===== src/rtl/div_mant_pkg.sv =====
// div_mant_pkg: shared widths, FSM encoding, result record and quotient normalizer
package div_mant_pkg;
    localparam int MANT_W   = 24;
    localparam int DIV_ITER = MANT_W + 1;

    typedef enum logic [1:0] {
        S_IDLE = 2'd0,
        S_RUN  = 2'd1,
        S_DONE = 2'd2
    } state_t;

    typedef struct packed {
        logic [MANT_W-1:0] out;
        logic              exp_dec;
        logic              sticky;
        logic              dbz;
    } res_t;

    // The LSB dropped by a right-normalize must still feed sticky for rounding
    function automatic res_t normalize(input logic [MANT_W:0] q, input logic rem_nz);
        res_t n;
        n.out     = q[MANT_W] ? q[MANT_W:1] : q[MANT_W-1:0];
        n.exp_dec = ~q[MANT_W];
        n.sticky  = rem_nz | (q[MANT_W] & q[0]);
        n.dbz     = 1'b0;
        return n;
    endfunction
endpackage


===== src/rtl/div_mant_if.sv =====
// div_mant_if: request/result bundle between the FP divide path and the mantissa divider
interface div_mant_if;
    import div_mant_pkg::*;
    logic              start;
    logic [MANT_W-1:0] A;
    logic [MANT_W-1:0] B;
    logic              busy;
    logic              done;
    logic [MANT_W-1:0] out;
    logic              exp_dec;
    logic              sticky;
    logic              dbz;

    modport master (output start, A, B, input busy, done, out, exp_dec, sticky, dbz);
    modport slave  (input start, A, B, output busy, done, out, exp_dec, sticky, dbz);
endinterface


===== src/rtl/div_mant_sub.sv =====
// div_mant_sub: ripple trial subtractor and counter adder used by the mantissa divider
module sub_26bit (
    input  logic [25:0] in1,
    input  logic [25:0] in2,
    output logic [25:0] D,
    output logic        Bout
);
    logic [26:0] b;
    assign b[0] = 1'b0;
    for (genvar i = 0; i < 26; i++) begin : g_fs
        assign D[i]   = in1[i] ^ in2[i] ^ b[i];
        assign b[i+1] = (~in1[i] & in2[i]) | (~(in1[i] ^ in2[i]) & b[i]);
    end
    assign Bout = b[26];
endmodule

module adder_5bit (
    input  logic [4:0] a,
    input  logic [4:0] b,
    input  logic       cin,
    output logic [4:0] s
);
    logic [5:0] c;
    assign c[0] = cin;
    for (genvar i = 0; i < 5; i++) begin : g_fa
        assign s[i]   = a[i] ^ b[i] ^ c[i];
        assign c[i+1] = (a[i] & b[i]) | ((a[i] ^ b[i]) & c[i]);
    end
endmodule


===== src/rtl/div_mant.sv =====
// div_mant: restoring mantissa divider, one quotient bit per cycle, normalized result
module div_mant
    import div_mant_pkg::*;
(
    input logic       CLK,
    input logic       RST,
    div_mant_if.slave bus
);
    state_t            state, state_nxt;
    logic [25:0]       r, d, r_nxt;
    logic [MANT_W-1:0] q, b_reg;
    logic [MANT_W:0]   q_nxt;
    logic [4:0]        cnt, cnt_dec;
    logic              borrow, accept, last;
    res_t              res;

    sub_26bit u_sub (.in1(r), .in2({2'b0, b_reg}), .D(d), .Bout(borrow));
    // count - 1 as count + all-ones
    adder_5bit u_cnt (.a(cnt), .b(5'b11111), .cin(1'b0), .s(cnt_dec));

    assign accept = (state == S_IDLE) && bus.start;
    assign last   = (cnt_dec == '0);
    assign r_nxt  = (borrow ? r : d) << 1;
    assign q_nxt  = {q, ~borrow};

    always_ff @(posedge CLK or negedge RST)
        if (!RST) state <= S_IDLE;
        else state <= state_nxt;

    always_comb begin
        state_nxt = (state == S_IDLE) ? (bus.start ? ((bus.B == '0) ? S_DONE : S_RUN) : S_IDLE)
                  : (state == S_RUN)  ? (last ? S_DONE : S_RUN)
                  : S_IDLE;
    end

    always_comb begin
        bus.busy    = state != S_IDLE;
        bus.done    = state == S_DONE;
        bus.out     = res.out;
        bus.exp_dec = res.exp_dec;
        bus.sticky  = res.sticky;
        bus.dbz     = res.dbz;
    end

    // Results clear on accept and only reload when the final quotient bit lands
    always_ff @(posedge CLK or negedge RST)
        if (!RST) begin
            r     <= '0;
            q     <= '0;
            cnt   <= '0;
            b_reg <= '0;
            res   <= '0;
        end else if (accept) begin
            r       <= {2'b0, bus.A};
            q       <= '0;
            cnt     <= 5'(DIV_ITER);
            b_reg   <= bus.B;
            res     <= '0;
            res.dbz <= bus.B == '0;
        end else if (state == S_RUN) begin
            r   <= r_nxt;
            q   <= q_nxt[MANT_W-1:0];
            cnt <= cnt_dec;
            if (last) res <= normalize(q_nxt, r_nxt != '0);
        end
endmodule


===== src/flat_wrapper.sv =====
// flat-port wrapper written by rule: the top's interface ports become plain ports
module div_mant_flat import div_mant_pkg::*;
  (CLK, RST, bus_start, bus_A, bus_B, bus_busy, bus_done, bus_out, bus_exp_dec, bus_sticky, bus_dbz);
  div_mant_if bus_i ();
  input logic CLK;
  input logic RST;
  input wire logic [$bits(bus_i.start)-1:0] bus_start;
  input wire logic [$bits(bus_i.A)-1:0] bus_A;
  input wire logic [$bits(bus_i.B)-1:0] bus_B;
  output wire logic [$bits(bus_i.busy)-1:0] bus_busy;
  output wire logic [$bits(bus_i.done)-1:0] bus_done;
  output wire logic [$bits(bus_i.out)-1:0] bus_out;
  output wire logic [$bits(bus_i.exp_dec)-1:0] bus_exp_dec;
  output wire logic [$bits(bus_i.sticky)-1:0] bus_sticky;
  output wire logic [$bits(bus_i.dbz)-1:0] bus_dbz;
  assign bus_i.start = bus_start;
  assign bus_i.A = bus_A;
  assign bus_i.B = bus_B;
  assign bus_busy = bus_i.busy;
  assign bus_done = bus_i.done;
  assign bus_out = bus_i.out;
  assign bus_exp_dec = bus_i.exp_dec;
  assign bus_sticky = bus_i.sticky;
  assign bus_dbz = bus_i.dbz;
  div_mant u_core (.CLK(CLK), .RST(RST), .bus(bus_i));
endmodule

===== config.mk =====
export PLATFORM = sky130hd
export DESIGN_NAME = div_mant_flat
export DESIGN_NICKNAME = d
export VERILOG_FILES = /design/src/rtl/div_mant_pkg.sv /design/src/rtl/div_mant_if.sv /design/src/rtl/div_mant_sub.sv /design/src/rtl/div_mant.sv /design/src/flat_wrapper.sv
export SDC_FILE = /design/constraint.sdc
export NUM_CORES = 1
export LEC_CHECK = 0
export BUFFER_PORTS_ARGS = -buffer_cell sky130_fd_sc_hd__buf_2
export CAP_MARGIN = 0
export CORE_ASPECT_RATIO = 0.6
export CORE_UTILIZATION = 40
export DETAILED_ROUTE_END_ITERATION = 10
export PLACE_DENSITY = 0.7
export REMOVE_ABC_BUFFERS = 1
export SYNTH_ARGS = -nofsm -noshare
export SYNTH_HDL_FRONTEND = slang
export SYNTH_SLANG_ARGS = --single-unit

===== constraint.sdc =====
create_clock -name CLK -period 13.05 [get_ports CLK]
set_input_delay 0.6525 -clock CLK [delete_from_list [all_inputs] [get_ports CLK]]
set_output_delay 0.6525 -clock CLK [all_outputs]
set_load 0.01 [all_outputs]

==> run_results.csv <==
group,metric,value,unit
status,run_status,"finished, final reports clean",
clock_tree,tritoncts,"done",
grt,grt_util_met1,31.8,%
grt,busiest_layer,"met1",
synthesis,synth_top_cells_by_count,"nand2_1, dfrtp_1, o21ai_0, inv_1, nand3_1",
placement,place_hpwl,10100,um
die,die_area,0.0143,sq mm
pwr,pwr-share-clk,17.0,%
sta,setup_ws,0.562,ns
sta,drv_slew,0,
grt,grt_max_degree,87,
grt,antenna_found_initial,0,
cells_and_area,largest-register,"u_core.r",
setup_path,nature_of_the_critical_path_endpoint,"flop",
grt,grtUsageMet2,30.3,%
detailed_routing,detail_route.first_pass.iterations,5,
die,floorplan.die.width,154,um
grt,groute.usage.overall,21.5,%
sta,fin_setup_tns,0,ns
setup_path,critPathRequiredTime,13.34,ns
detailed_routing,totalWireLength,14300,um
clock_tree,tritoncts.num_buffers,9,
setup_path,crit_fanout,20,
synthesis,synth.avg_cell_area,9.67,sq um
die,core_area,0.0131,sq mm
setup_path,cp_common_cell,"fa_1",
sta,fin_skew,0.0139,ns
cells_and_area,largest_register_ffs,26,
cells_and_area,final_util,48.6,%
synthesis,synth_top_cell_area_share,49.0,%
clock_tree,path_clk_slew,0.08,ns
cells_and_area,insertedDiodeCount,0,
setup_path,timing.critical_path.buf_inv,4,
setup_path,ff2ff_setup_slack,0.56,ns
hold_path,min_path_type,"primary input to asynchronous set/reset pin",
pwr,p_leak,2.99,nW
setup_path,crit_path_start_kind,"flop",
synthesis,yosys_most_used_dff,"dfrtp_1",
synthesis,synth_area_leader_cell,"dfrtp_1",
setup_path,cp_data_arrival_time,12.77,ns
placement,io_buffers,79,
synthesis,synth_most_common_cell,"nand2_1",
die,io_pins,80,
cells_and_area,stdcell_count,804,
grt,via_count_of_the_first_global_routing_pass,4378,
grt,grt.met3_usage,6.69,%
synthesis,ys_top_cells_by_area,"dfrtp_1, nand2_1, fa_1",
setup_path,reg2reg_from,"u_core.r[0]",
placement,place_ws,0.276,ns
cells_and_area,fin_nets,710,
cells_and_area,final_layout_size_suffix_gt1_share,17.7,%
setup_path,slowest_delay,0.54,ns
grt,globalRouteOverflowTotal,0,
clock_tree,worst_skew_pair.late_latency,0.35,ns
die,fp-row-count,32,
pwr,seq_power_share,32.9,%
sta,grt_setup_unrepaired,"false",
clock_tree,ctsLongestPathBuffers,2,
setup_path,worst_r2r_endpoint,"u_core.r[7]",
synthesis,synth_enable_flop_cells,0,
synthesis,synth-seq-area-share,49.0,%
synthesis,distinct_cells_synth,39,
sta,timing_worst_slew_pin_value,1.20,ns
detailed_routing,drt_iter0_markers,283,
die,die_height,92.9,um
sta,slew_headroom,20.3,%
pwr,total_power,1.93,mW
clock_tree,tritoncts_num_sinks,108,
grt,grt_pass1_wl,23400,um
setup_path,crit_slowest_cell,"fa_1",
sta,period_share,95.7,%
detailed_routing,vias_per_std_cell,5.47,
pwr,p_switching,808,uW
detailed_routing,number_of_design_rule_violations_left_after_detail_routing,0,
detailed_routing,vias,4398,
clock_tree,cts-root-buf,"clkbuf_16",
sta,min_period,12.49,ns
detailed_routing,antenna_left,0,
synthesis,synth_area,0.00551,sq mm
clock_tree,clock_tree.htree_level_count,3,
pwr,vdd_drop_max,0.111,mV
detailed_routing,wl_per_cell,17.8,um
setup_path,crit_family,"adder cells",
synthesis,syn-instance-count,570,
synthesis,postSynthRegisterBits,108,
die,floorplan.initialDensity,42.0,%
setup_path,timing_worst_setup_path_type,"flop to flop",
sta,finalSetupViolCount,0,
synthesis,yosysWarnings,0,
placement,finalWeightedCongestion,0.928,
pwr,power.switching_fraction,42.0,%
pwr,p_comb_share,50.1,%
pwr,power.density,302,mW/mm^2
setup_path,startpoint,"u_core.r[0]",
pwr,internal_power,1.12,mW
cells_and_area,signed_area_change_from_the_synthesized_netlist_to_the_final_layout,15.9,%
setup_path,worstRegToRegCells,33,
run,total_of_max_cap_violations,0,
synthesis,postSynth.asyncResetShare,100,%
sta,hold_violations,0,
sta,fmax,80.1,MHz
placement,dp_cells,789,
stage by stage:
step                instance area [sq um]  hold slack (ns)
floorplan                            5330            0.357
global placement                     6020            0.473
detailed placement                   6020            0.473
CTS                                  6370            0.188
global route                         6390            0.195
finish                               6390            0.188
power by group through the flow:
stage / Combinational [mW] / Sequential [mW] / Clock, mW
finish: 0.965 / 0.634 / 0.328
global route: 1.08 / 0.653 / 0.345
CTS: 0.957 / 0.630 / 0.333
detailed placement: 0.944 / 0.634 / 0
global placement: 0.903 / 0.632 / 0
floorplan: 0.644 / 0.613 / 0
per-layer routing:
metal  share of wire, %  vias to the layer above
li1                   -                     2073
met1                 49                     2162
met2                 41                      150
met3                8.6                       13
met4                1.1                        0
met5                  0                        -
how the worst max path moves through the flow:
stage | end | slack, ns | cells after the start
CTS | u_core.r[7] | 0.12 | 33
floorplan | u_core.bus.sticky | 0.55 | 32
global placement | u_core.r[6] | 0.53 | 32
detailed placement | u_core.r[5] | 0.28 | 33
global route | u_core.r[10] | 0.09 | 33
finish | u_core.r[7] | 0.56 | 33
final cells by class:
cell class,instances,area (sq um)
clock inverter,5,125
sequential,108,2700
fill,1206,6740
clock buffer,10,229
inverter,33,124
tap,170,213
timing repair buffer,88,469
multi-input combinational,390,2530
placed cells by master (no fill, tap or decap), types with 10 or more instances in the layout:
| cell | n |
|---|---|
| inv_1 | 33 |
| a221o_1 | 22 |
| a211oi_1 | 21 |
| fa_1 | 22 |
| mux2i_1 | 22 |
| nand2_1 | 132 |
| nor4_1 | 12 |
| nor2_1 | 26 |
| o21ai_1 | 10 |
| buf_2 | 78 |
| dfrtp_1 | 108 |
| nand3_1 | 27 |
| o21ai_0 | 47 |
cells by family (layout without fill, tap and decap cells):
| logic type | count (synthesis) | count (layout) | share of synthesized area, % |
|---|---|---|---|
| compound gates | 118 | 118 | 14.3 |
| fa+ha+maj | 29 | 29 | 9.71 |
| buf+inv | 72 | 136 | 5.52 |
| simple gates | 220 | 220 | 17.3 |
| mux | 22 | 22 | 3.99 |
| xor+xnor | 1 | 1 | 0.159 |
| flops | 108 | 108 | 49.0 |
timing repair:
action	in CTS	in global routing
setup endpoints to repair	0	24
setup buffers	0	0
resized for setup	0	4
hold buffers	0	0
(Power assumes the default switching activity.)
